[config.mk]
export PLATFORM = sky130hd
export DESIGN_NAME = sync_fifo
export DESIGN_NICKNAME = d
export VERILOG_FILES = /design/src/rtl/sync_fifo.sv
export SDC_FILE = /design/constraint.sdc
export NUM_CORES = 1
export LEC_CHECK = 0
export ABC_AREA = 1
export ABC_CLOCK_PERIOD_IN_PS = 1600
export CORE_ASPECT_RATIO = 0.7
export CORE_MARGIN = 4
export CORE_UTILIZATION = 51
export CTS_CLUSTER_SIZE = 25
export DETAILED_ROUTE_END_ITERATION = 6
export GPL_TIMING_DRIVEN = 0
export PLACE_DENSITY = 0.85
export SYNTH_ARGS = -nofsm -noshare
export SYNTH_HDL_FRONTEND = slang
export SYNTH_SLANG_ARGS = --single-unit
[constraint.sdc]
create_clock -name clk_i -period 1.6 [get_ports clk_i]
set_input_delay 0.32 -clock clk_i [delete_from_list [all_inputs] [get_ports clk_i]]
set_output_delay 0.32 -clock clk_i [all_outputs]
set_load 0.01 [all_outputs]
[src/rtl/sync_fifo.sv]
// Single-clock FIFO with an arbitrary (non power-of-two) depth, threshold flags and sticky error flags.
// Latency: FWFT=1 presents the head entry combinationally; FWFT=0 returns data one cycle after an accepted read.
// Backpressure: writes are dropped while full_o is high and reads are ignored while empty_o is high; both set an error flag.
module sync_fifo #(
  parameter int DEPTH      = 8,
  parameter int DATA_WIDTH = 8,
  parameter int PTR_WIDTH  = 3,
  parameter int AF_LEVEL   = DEPTH - 1,
  parameter int AE_LEVEL   = 1,
  parameter int FWFT       = 1
) (
  input  logic                  clk_i,
  input  logic                  rst_i,
  input  logic                  wr_en_i,
  input  logic [DATA_WIDTH-1:0] wr_data_i,
  output logic                  full_o,
  output logic                  almost_full_o,
  input  logic                  rd_en_i,
  output logic [DATA_WIDTH-1:0] rd_data_o,
  output logic                  rd_valid_o,
  output logic                  empty_o,
  output logic                  not_empty_o,
  output logic                  almost_empty_o,
  output logic [PTR_WIDTH:0]    count_o,
  input  logic                  flush_i,
  output logic                  overflow_o,
  output logic                  underflow_o,
  input  logic                  clr_err_i
);

  localparam logic [PTR_WIDTH:0]   DEPTH_CNT = (PTR_WIDTH + 1)'(DEPTH);
  localparam logic [PTR_WIDTH:0]   AF_CNT    = (PTR_WIDTH + 1)'(AF_LEVEL);
  localparam logic [PTR_WIDTH:0]   AE_CNT    = (PTR_WIDTH + 1)'(AE_LEVEL);
  localparam logic [PTR_WIDTH-1:0] LAST_PTR  = PTR_WIDTH'(DEPTH - 1);

  logic [DATA_WIDTH-1:0] mem [DEPTH];
  logic [PTR_WIDTH-1:0]  wr_ptr_q;
  logic [PTR_WIDTH-1:0]  rd_ptr_q;
  logic [PTR_WIDTH:0]    count_q;
  logic                  overflow_q;
  logic                  underflow_q;

  logic full;
  logic empty;
  logic wr_acc;
  logic rd_acc;
  logic ovf_set;
  logic unf_set;

  // Depth need not be a power of two, so wrap on an explicit compare.
  function automatic logic [PTR_WIDTH-1:0] next_ptr(input logic [PTR_WIDTH-1:0] ptr);
    return (ptr == LAST_PTR) ? '0 : ptr + 1'b1;
  endfunction

  // Status is decoded from the registered occupancy only, never from the request inputs.
  assign full  = (count_q == DEPTH_CNT);
  assign empty = (count_q == '0);

  assign full_o         = full;
  assign almost_full_o  = (count_q >= AF_CNT);
  assign empty_o        = empty;
  assign not_empty_o    = ~empty;
  assign almost_empty_o = (count_q <= AE_CNT);
  assign count_o        = count_q;
  assign overflow_o     = overflow_q;
  assign underflow_o    = underflow_q;

  // Flush wins over both requests; a full FIFO still accepts a read, an empty one still accepts a write.
  assign wr_acc = wr_en_i & ~full  & ~flush_i;
  assign rd_acc = rd_en_i & ~empty & ~flush_i;

  // A write at full paired with a read is not flagged: the read frees the slot the producer is retrying for.
  assign ovf_set = wr_en_i & full & ~rd_en_i;
  assign unf_set = rd_en_i & empty;

  // Pointer and occupancy update; reset and flush both return to an empty FIFO.
  always_ff @(posedge clk_i) begin
    if (!rst_i) begin
      wr_ptr_q <= '0;
      rd_ptr_q <= '0;
      count_q  <= '0;
    end else if (flush_i) begin
      wr_ptr_q <= '0;
      rd_ptr_q <= '0;
      count_q  <= '0;
    end else begin
      if (wr_acc) wr_ptr_q <= next_ptr(wr_ptr_q);
      if (rd_acc) rd_ptr_q <= next_ptr(rd_ptr_q);
      case ({wr_acc, rd_acc})
        2'b10:   count_q <= count_q + 1'b1;
        2'b01:   count_q <= count_q - 1'b1;
        default: count_q <= count_q;
      endcase
    end
  end

  // Sticky error flags; a new error in the clearing cycle keeps the flag set.
  always_ff @(posedge clk_i) begin
    if (!rst_i) begin
      overflow_q  <= 1'b0;
      underflow_q <= 1'b0;
    end else begin
      overflow_q  <= ovf_set | (overflow_q  & ~clr_err_i);
      underflow_q <= unf_set | (underflow_q & ~clr_err_i);
    end
  end

  // Storage array is deliberately not reset; a write coinciding with reset is discarded.
  always_ff @(posedge clk_i) begin
    if (rst_i && wr_acc) mem[wr_ptr_q] <= wr_data_i;
  end

  generate
    if (FWFT != 0) begin : g_fwft
      // Head entry is visible as soon as the FIFO is non-empty.
      assign rd_data_o  = mem[rd_ptr_q];
      assign rd_valid_o = ~empty;
    end else begin : g_reg_rd
      logic [DATA_WIDTH-1:0] rd_data_q;
      logic                  rd_valid_q;

      // Registered read port: capture the head on an accepted read, otherwise hold data and drop valid.
      always_ff @(posedge clk_i) begin
        if (!rst_i) begin
          rd_data_q  <= '0;
          rd_valid_q <= 1'b0;
        end else if (rd_acc) begin
          rd_data_q  <= mem[rd_ptr_q];
          rd_valid_q <= 1'b1;
        end else begin
          rd_valid_q <= 1'b0;
        end
      end

      assign rd_data_o  = rd_data_q;
      assign rd_valid_o = rd_valid_q;
    end
  endgenerate

endmodule

==> impl_metrics.ini, run 1 <==
[synth]
synth_nets = 362
synth_top_area_cell = edfxtp_1
async_flop_share_pct = 0
ys.flop_type = edfxtp_1
syn_area_um2 = 3430
synthTopCellsByCount = 87 x nor2_1, 71 x nand2_1, 64 x edfxtp_1
yosysMostFrequentCell = nor2_1
synth-warning-count = 0
yosysUniqueCellTypes = 22
synth-seq-cells = 79
synth_seq_area_share_pct = 64.8
avgSynthCellArea_um2 = 10.1
syn_inst = 340
synth_edf_count = 64
synth_top_area_share_pct = 56.1
synth.top_cells.by_area = edfxtp_1 56%, nor2_1 9.5%, dfxtp_1 8.8%, nand2_1 7.8%, o21ai_1 4.4%

[timing]
fmax_mhz = 509
worstMarginPinSlew_ns = 0.391
fin_crit_sh_pct = 123
hold_viol_final = 0
min_period_ns = 1.97
worst_slack_ns = -0.365
setup_viol = 77
slew-limit-headroom_pct = 73.9
maxSlewViolCount = 0
rsz0062_at_grt = true
fin_skew_ns = 0.00995

[setup_path]
required_ns = 1.28
crit_type = reg2out
rrSetupSlack_ns = -0.08
rr_endpoint = mem[2][4]$_DFFE_PP_
cp_top_family = simple AND/OR/NAND/NOR gates
start_kind = flip-flop
cp_cell_sequence = buf_12, buf_12, nor2_1, nor2_1, o21ai_1, nand2_1, nand2_1, nand2_2, buf_6
critical_path_buf_inv_count = 3
cp-end-kind = output port
cp.arrival_ns = 1.65
crit_path_max_fanout = 8
rr_worst_depth = 7
cpPeakStageDelay_ns = 0.33
r2r_start = count_o[0]$_SDFFE_PP0P_
worst_path_max_delay_cell = dfxtp_2

[die]
core-area_um2 = 6370
rows = 24
dieArea_um2 = 8120
die_x_um = 106
die_h_um = 76.6
start_util_pct = 53.8
pin_count = 34

[final_layout]
utilization_pct = 74.0
nets = 432
insertedDiodeCount = 0
area_delta_synth_final_pct = 37.5
multiInputGateArea_um2 = 1290
fillerInstances = 409
ff_latch_area_um2 = 2230
drive_gt1_share_pct = 32.8

[power]
switchingPower_uw = 912
power_frac_clock_pct = 34.5
switching_share_pct = 22.6
pwr-share-seq_pct = 55.8
ir_worst_vdd_mv = 0.674
power.density_nw_per_um2 = 856
p_int_uw = 3120
leakage_uw = 0.00186
pwr-share-comb_pct = 9.7

[place]
dp_hpwl_mm = 5.35
routabilityCongestion = 0.830
portBuffers = 33
dp_worst_setup_slack_ns = -0.383

[grt]
grt_overflow = 0
grt_use_met1_pct = 29.5
antenna_found_initial = 0
use_met2_pct = 36.6
grt_util_all_layers_pct = 22.5
top_usage_layer = met2
grt_util_met3_pct = 6.35
grt_max_degree = 13
grt_pass1_wl_mm = 13.8
grt_pass1_vias = 2666

[detailed_routing]
wl_per_cell_um = 18.3
ant_nets = 0
initialDrtViolationCount = 273
num_vias = 2745
via_per_inst = 5.42
first_pass_iters = 5
drc = 0
drt_wl_total_mm = 9.25

[hold_path]
hold_depth = 2
hp-start = underflow_o$_SDFF_PN0_
hold_path_class = reg2reg
hold_end = underflow_o$_SDFF_PN0_

[status]
violations = negative setup slack
status = complete, but fails checks

[cts]
cts_root_buf = clkbuf_8
cts.sinks = 79
clock_latency_ns = 0.35
clockBufferDepth = 2
clk_pin_slew_ns = 0.08
htreeDepth = 3
cts_tree = built
cts_made_buffers = 9

[job]
max-cap-violations = 0
## layout make-up
cell class,instances,area share [%]
flip-flops and latches,79,47.4
inverters,28,2.60
clock buffers,11,2.79
repair buffers,59,13.0
clock inverters,5,1.04
well taps,91,2.42
plain buffers,12,3.34
multi-input cells,221,27.4
## worst max path at each step
stage / from / to / cells past startpoint
4_1_cts: flip-flop / rd_data_o[4] / 9
3_3_place_gp: flush_i / mem[0][0]$_DFFE_PP_ / 6
5_1_grt: flip-flop / rd_data_o[1] / 8
6_report: flip-flop / rd_data_o[1] / 9
2_1_floorplan: count_o[0]$_SDFFE_PP0P_ / count_o[2]$_SDFFE_PP0P_ / 11
3_5_place_dp: flush_i / mem[0][0]$_DFFE_PP_ / 6
## layer usage
| metal | share of wire [%] | wire length, um | vias to the layer above |
|---|---|---|---|
| li1 | - | - | 1266 |
| met3 | 8.4 | 781 | 29 |
| met2 | 48 | 4410 | 156 |
| met1 | 41 | 3780 | 1294 |
| met4 | 3.0 | 278 | 0 |
| met5 | 0 | 0 | - |
## worst min-delay path, cell delays in order, from the launching register on
cell     delay [ns]
dfxtp_1        0.31
nand2_1        0.06
a21oi_1        0.06
## registers in the layout, summed over array words and instances (netlist names), named ones only
signal	count
overflow_o	1
wr_ptr_q	3
rd_ptr_q	3
underflow_o	1
count_o	4
mem	64
## power groups by stage
stage          sequential [uW]  combinational [uW]  clock (uW)
3_3_place_gp              2290                 288           0
6_report                  2250                 393        1390
5_1_grt                   2250                 420        1510
3_5_place_dp              2300                 301           0
2_1_floorplan             2300                 150           0
4_1_cts                   2250                 346        1400
## layout by cell type (no fill, tap or decap), types with 6 or more instances in the layout
cell              n
nor2_2           14
nor2_1           59
nand2_1          61
buf_6            14
buf_12            8
edfxtp_1         64
dfxtp_1           9
nor2_4           15
buf_2            10
buf_4            14
a21oi_1           7
clkbuf_8          9
nand2_2           6
inv_1            18
inv_4             7
o21ai_1          22
o21ai_2          10
clkdlybuf4s50_1  15
## stage by stage
step / std cells / setup TNS (ns) / total power [uW] / area, um^2 / hold slack (ns)
CTS: 499 / -3.09 / 3990 / 4530 / 0.471
floorplan: 340 / -0.0141 / 2450 / 3540 / 0.419
detailed placement: 464 / -25.38 / 2600 / 3980 / 0.459
global route: 506 / -11.20 / 4180 / 4710 / 0.498
global placement: 464 / -22.08 / 2580 / 3980 / 0.450
finish: 506 / -5.83 / 4030 / 4710 / 0.474
## what timing repair did
action | CTS | global route
setup endpoints to repair | 85 | 79
pin swaps | 27 | 25
hold buffers | 0 | 0
cloned | 2 | 1
gates resized for setup | 112 | 44
buffers inserted | 17 | 7
## kinds of logic (layout without fill, tap and decap cells)
logic type	Yosys count	after routing	share of synthesized area [%]
flops	79	79	64.8
fa+ha+maj	8	8	2.92
simple gates	167	167	19.1
buf+inv	40	115	6.28
xor+xnor	1	1	0.256
compound gates	45	45	6.64
Note: power is estimated with default switching activity, not from simulation.
==> run 2: changes to the inputs <==
--- a/config.mk
+++ b/config.mk
@@ -6,14 +6,15 @@
 export NUM_CORES = 1
 export LEC_CHECK = 0
 export ABC_AREA = 1
-export ABC_CLOCK_PERIOD_IN_PS = 1600
+export ABC_CLOCK_PERIOD_IN_PS = 2100
 export CORE_ASPECT_RATIO = 0.7
 export CORE_MARGIN = 4
-export CORE_UTILIZATION = 51
+export CORE_UTILIZATION = 55
 export CTS_CLUSTER_SIZE = 25
 export DETAILED_ROUTE_END_ITERATION = 6
 export GPL_TIMING_DRIVEN = 0
-export PLACE_DENSITY = 0.85
+export MAX_ROUTING_LAYER = met4
+export PLACE_DENSITY = 0.87
 export SYNTH_ARGS = -nofsm -noshare
 export SYNTH_HDL_FRONTEND = slang
 export SYNTH_SLANG_ARGS = --single-unit
==> constraint.sdc (replaced) <==
create_clock -name clk_i -period 2.1 [get_ports clk_i]
set_input_delay 0.42 -clock clk_i [delete_from_list [all_inputs] [get_ports clk_i]]
set_output_delay 0.42 -clock clk_i [all_outputs]
set_load 0.01 [all_outputs]
==> run 2 against run 1 <==
- routed wire length decreased by 15%
- critical path depth decreased by 2
- the run now ends clean
- count of clock-buffer cells in the layout decreased by 2
- core utilization decreased by 3.2 points
- global-route usage increased by 0.48 points
- first-iteration DRC count decreased by 22%
- final area decreased by 12%
- via count decreased by 7.7%
- clock power about the same
- die area decreased by 6.6%
- sequential power decreased by 24%
- power decreased by 19%
==> impl_metrics.ini, run 2 (synthesis gave the netlist of run 1 again) <==
[status]
status = finished clean

[timing]
fin_crit_sh_pct = 99.0
slew-limit-headroom_pct = 43.3
fmax_mhz = 481
holdWs_ns = 0.469
setup_tns_ns = 0
hold_viol_final = 0
maxSlewViolCount = 0
worst_slack_ns = 0.0200
rsz0062_at_grt = true
setup_viol = 0
min_period_ns = 2.08
worstMarginPinSlew_ns = 0.847
fin_skew_ns = 0.00838

[die]
rows = 23
die_x_um = 102
die_h_um = 74.0
core-area_um2 = 5870
start_util_pct = 58.4
pin_count = 34
dieArea_um2 = 7580

[final_layout]
largest_reg_flops = 64
final_area_um2 = 4160
layout_common_cells = 79 x nor2_1, 70 x nand2_1, 64 x edfxtp_1
largest-register = mem
insertedDiodeCount = 0
area_delta_synth_final_pct = 21.3
layout_commonest_cell = nor2_1
drive_gt1_share_pct = 16.5
utilization_pct = 70.8
nets = 412

[setup_path]
required_ns = 2.09
critical_path_buf_inv_count = 1
cp_cell_sequence = inv_2, ha_4, nand3_2, nand2_1, nor2_2, nand2_1, nor2_1
rrSetupSlack_ns = 0.02
worst_path_max_delay_cell = nor2_1
rr_worst_depth = 7
cp-end-kind = flip-flop
cp_top_family = simple AND/OR/NAND/NOR gates
start_kind = flip-flop
rr_endpoint = mem[3][4]$_DFFE_PP_
cp.arrival_ns = 2.07
r2r_start = count_o[1]$_SDFFE_PP0P_
crit_path_frequent_cell = nand2_1
crit_path_max_fanout = 8
crit_type = reg2reg
cpPeakStageDelay_ns = 0.66

[power]
ir_worst_vdd_mv = 0.536
leakage_uw = 0.00169
power.density_nw_per_um2 = 791

[cts]
cts.sinks = 79
clockBufferDepth = 2
cts_tree = built
clk_pin_slew_ns = 0.08
clock_latency_ns = 0.36
cts_root_buf = clkbuf_8
htreeDepth = 3
cts_made_buffers = 9

[detailed_routing]
first_pass_iters = 5
wl_per_cell_um = 16.6
initialDrtViolationCount = 213
drc = 0
num_vias = 2533
ant_nets = 0
via_per_inst = 5.39
drt_wl_total_mm = 7.82

[hold_path]
hold_depth = 2
hold_path_class = reg2reg
hold_end = overflow_o$_SDFF_PN0_
hp-start = overflow_o$_SDFF_PN0_

[place]
place_area_um2 = 3850
dp_hpwl_mm = 5.10
portBuffers = 33
dp_worst_setup_slack_ns = -0.346
routabilityCongestion = 0.806

[grt]
grt_util_all_layers_pct = 23.0
grt_pass1_vias = 2446
grt_pass1_wl_mm = 12.2
grt_max_degree = 15
grt_overflow = 0
antenna_found_initial = 0

[job]
max-cap-violations = 0
==> run 2: changes by cell type in the layout (fill, tap and decap cells not counted), moves of 6 or more <==
cell / previous run / this run
nor2_4: 15 / 0
buf_12: 8 / 0
o21ai_1: 22 / 28
nand2_1: 61 / 70
buf_6: 14 / 3
o21ai_2: 10 / 2
nor2_1: 59 / 79
==> run 2: repair_timing <==
item	in CTS	in global routing
setup endpoints to repair	78	53
buffers inserted	6	2
pin swaps	3	4
gates resized for setup	37	22
hold buffers	0	0
==> run 2: area by class of cell <==
cell class,count,area (um^2)
plain buffers,10,92.6
well taps,75,93.8
inverters,28,110
flip-flops and latches,79,2230
clock inverters,7,120
fillers,415,1710
repair buffers,41,350
clock buffers,9,124
multi-input cells,221,1030
==> run 2: per-layer routing <==
metal	routed length, um	up-vias	track usage [%]	part of all wire, %
met5	0	-	-	0
met4	76	0	4.80	0.97
met3	778	13	6.84	9.9
met2	3700	126	36.0	47
met1	3270	1178	30.1	42
li1	-	1216	-	-
==> run 2: how the worst max path moves through the flow <==
stage,startpoint,to,cells past startpoint
after global placement,flush_i,mem[6][0]$_DFFE_PP_,6
after CTS,flip-flop,rd_data_o[5],10
after global routing,count_o[1]$_SDFFE_PP0P_,mem[7][6]$_DFFE_PP_,7
final,count_o[1]$_SDFFE_PP0P_,mem[3][4]$_DFFE_PP_,7
after floorplan,count_o[0]$_SDFFE_PP0P_,mem[1][0]$_DFFE_PP_,7
after detailed placement,flush_i,mem[2][3]$_DFFE_PP_,6
==> run 2: worst register-to-register path, stage by stage (launching register included) <==
cell and delay (ns):
dfxtp_2 0.37, inv_2 0.07, ha_4 0.17, nand3_2 0.13
nand2_1 0.09, nor2_2 0.10, nand2_1 0.11, nor2_1 0.67
==> run 2: report_power, final <==
part | internal, uW | switching (uW) | leakage (uW)
clock network | 793 | 562 | 0.000121
registers | 1700 | 11.1 | 0.000700
logic | 91.6 | 126 | 0.000873
total | 2590 | 699 | 0.00169
==> run 2: per-stage QoR <==
| stage | cells | power [uW] |
|---|---|---|
| after floorplan | 340 | 1850 |
| after CTS | 470 | 3290 |
| final | 470 | 3290 |
| after global routing | 470 | 3390 |
| after global placement | 448 | 1950 |
| after detailed placement | 448 | 1960 |
==> run 3: changes to the inputs <==
--- a/config.mk
+++ b/config.mk
@@ -15,6 +15,7 @@
 export GPL_TIMING_DRIVEN = 0
 export MAX_ROUTING_LAYER = met4
 export PLACE_DENSITY = 0.87
+export SKIP_LAST_GASP = 1
 export SYNTH_ARGS = -nofsm -noshare
 export SYNTH_HDL_FRONTEND = slang
 export SYNTH_SLANG_ARGS = --single-unit
==> run 3 against run 2 <==
- sequential share of layout area about the same
- final area about the same
- clock power barely moved
- critical path depth unchanged
- power increased by 0.30%
- clock skew fell by 0.0019 ns
- core utilization is 0.064 points higher
- flip-flop and latch count unchanged
- non-clock buffer count is the same
- critical endpoint is now mem[3][5]$_DFFE_PP_
- largest cell class unchanged
==> impl_metrics.ini, run 3 (synthesis gave the netlist of run 1 again) <==
[timing]
min_period_ns = 2.10
maxSlewViolCount = 0
holdWs_ns = 0.469
worstMarginPinSlew_ns = 0.868
fin_skew_ns = 0.00649
slew-limit-headroom_pct = 41.9
rsz0062_at_grt = true
fmax_mhz = 477
hold_viol_final = 0
setup_viol = 0
fin_crit_sh_pct = 99.8

[detailed_routing]
drc = 0
first_pass_iters = 5
ant_nets = 0
via_per_inst = 5.44
drt_wl_total_mm = 7.89
num_vias = 2559
wl_per_cell_um = 16.8
initialDrtViolationCount = 248

[cts]
clk_pin_slew_ns = 0.08
cts_tree = built
ctsHoldBuffers = 0
cts_root_buf = clkbuf_8
cts_made_buffers = 9
clock_latency_ns = 0.36
htreeDepth = 3
clockBufferDepth = 2
cts.sinks = 79

[die]
start_util_pct = 58.4
pin_count = 34
rows = 23
die_x_um = 102
dieArea_um2 = 7580
core-area_um2 = 5870
die_h_um = 74.0

[place]
portBuffers = 33
dp_hpwl_mm = 5.10
dp.cells = 448
routabilityCongestion = 0.806

[final_layout]
instances_no_fill = 470
area_delta_synth_final_pct = 21.4
insertedDiodeCount = 0
largest_reg_flops = 64
layout_commonest_cell = nor2_1
nets = 412
drive_gt1_share_pct = 16.5
largest-register = mem
layout_common_cells = 79 x nor2_1, 70 x nand2_1, 64 x edfxtp_1

[hold_path]
hold_path_class = reg2reg

[grt]
antenna_found_initial = 0
grt_util_all_layers_pct = 23.0
grt_max_degree = 15
grt_overflow = 0
grt_pass1_vias = 2446
grt_pass1_wl_mm = 12.2

[power]
power.density_nw_per_um2 = 792
ir_worst_vdd_mv = 0.538
leakage_uw = 0.00171

[setup_path]
start_kind = flip-flop
rrSetupSlack_ns = 0.004
cp-end-kind = flip-flop
required_ns = 2.09
crit_path_max_fanout = 8
crit_type = reg2reg
cp.arrival_ns = 2.09

[job]
max-cap-violations = 0

[status]
status = finished clean
==> run 3: cell count changes in the layout (fill, tap and decap cells not counted), sizes merged <==
cell / previous run / this run
dlygate4sd2: 5 / 4
dlymetal6s2s: 1 / 2
==> run 3: per-layer routing <==
metal  vias to the layer above  wire length, um  GRT usage, %
met1                      1210             3430          30.1
met2                       121             3710          36.0
met3                        14              659          6.84
li1                       1214                -             -
met5                         -                0             -
met4                         0               82          4.80
==> run 3: power by group <==
| part | total (uW) | switching, uW | internal (uW) |
|---|---|---|---|
| registers | 1710 | 11.2 | 1700 |
| logic | 218 | 126 | 92.2 |
| clock network | 1360 | 572 | 793 |
| total | 3300 | 708 | 2590 |
==> run 3: final timing paths <==
kind / start / cells after the start / endpoint
worst max-delay path: count_o[1]$_SDFFE_PP0P_ / 7 / mem[3][5]$_DFFE_PP_
worst min-delay path: overflow_o$_SDFF_PN0_ / 2 / overflow_o$_SDFF_PN0_
worst max register to register: count_o[1]$_SDFFE_PP0P_ / 7 / mem[3][5]$_DFFE_PP_
worst min register to register: overflow_o$_SDFF_PN0_ / 2 / overflow_o$_SDFF_PN0_
==> run 3: per-stage QoR <==
step           TNS, ns  power, uW  setup WS [ns]  area, um^2  utilization (%)
3_3_place_gp    -12.31       1950         -0.220        3850             65.6
6_report             0       3300        0.00405        4160             70.9
4_1_cts         -0.235       3290         -0.127        4150             70.6
5_1_grt          -2.01       3390        -0.0844        4160             70.9
3_5_place_dp    -15.28       1960         -0.346        3850             65.6
2_1_floorplan        0       1850          0.240        3430                -
==> run 3: final cells by class <==
type	instances	area, um^2
flip-flops and latches	79	2230
fillers	413	1710
multi-input cells	221	1030
repair buffers	41	354
clock buffers	9	124
clock inverters	7	120
inverters	28	110
well taps	75	93.8
plain buffers	10	92.6
==> run 3: repair_timing <==
action / 4_1_cts / 5_1_grt
setup buffers: 6 / 2
endpoints found under the hold margin: 0 / 0
pin swaps: 3 / 4
gates resized for setup: 35 / 24
endpoints found under the setup margin: 78 / 54
==> run 3: worst max-delay path, cell delays in order, from the launching register on <==
cell and delay, ns:
dfxtp_2 0.37, inv_2 0.07, ha_4 0.17, nand3_2 0.12, nand2_1 0.09, nor2_2 0.10
nand2_1 0.11, nor2_1 0.68
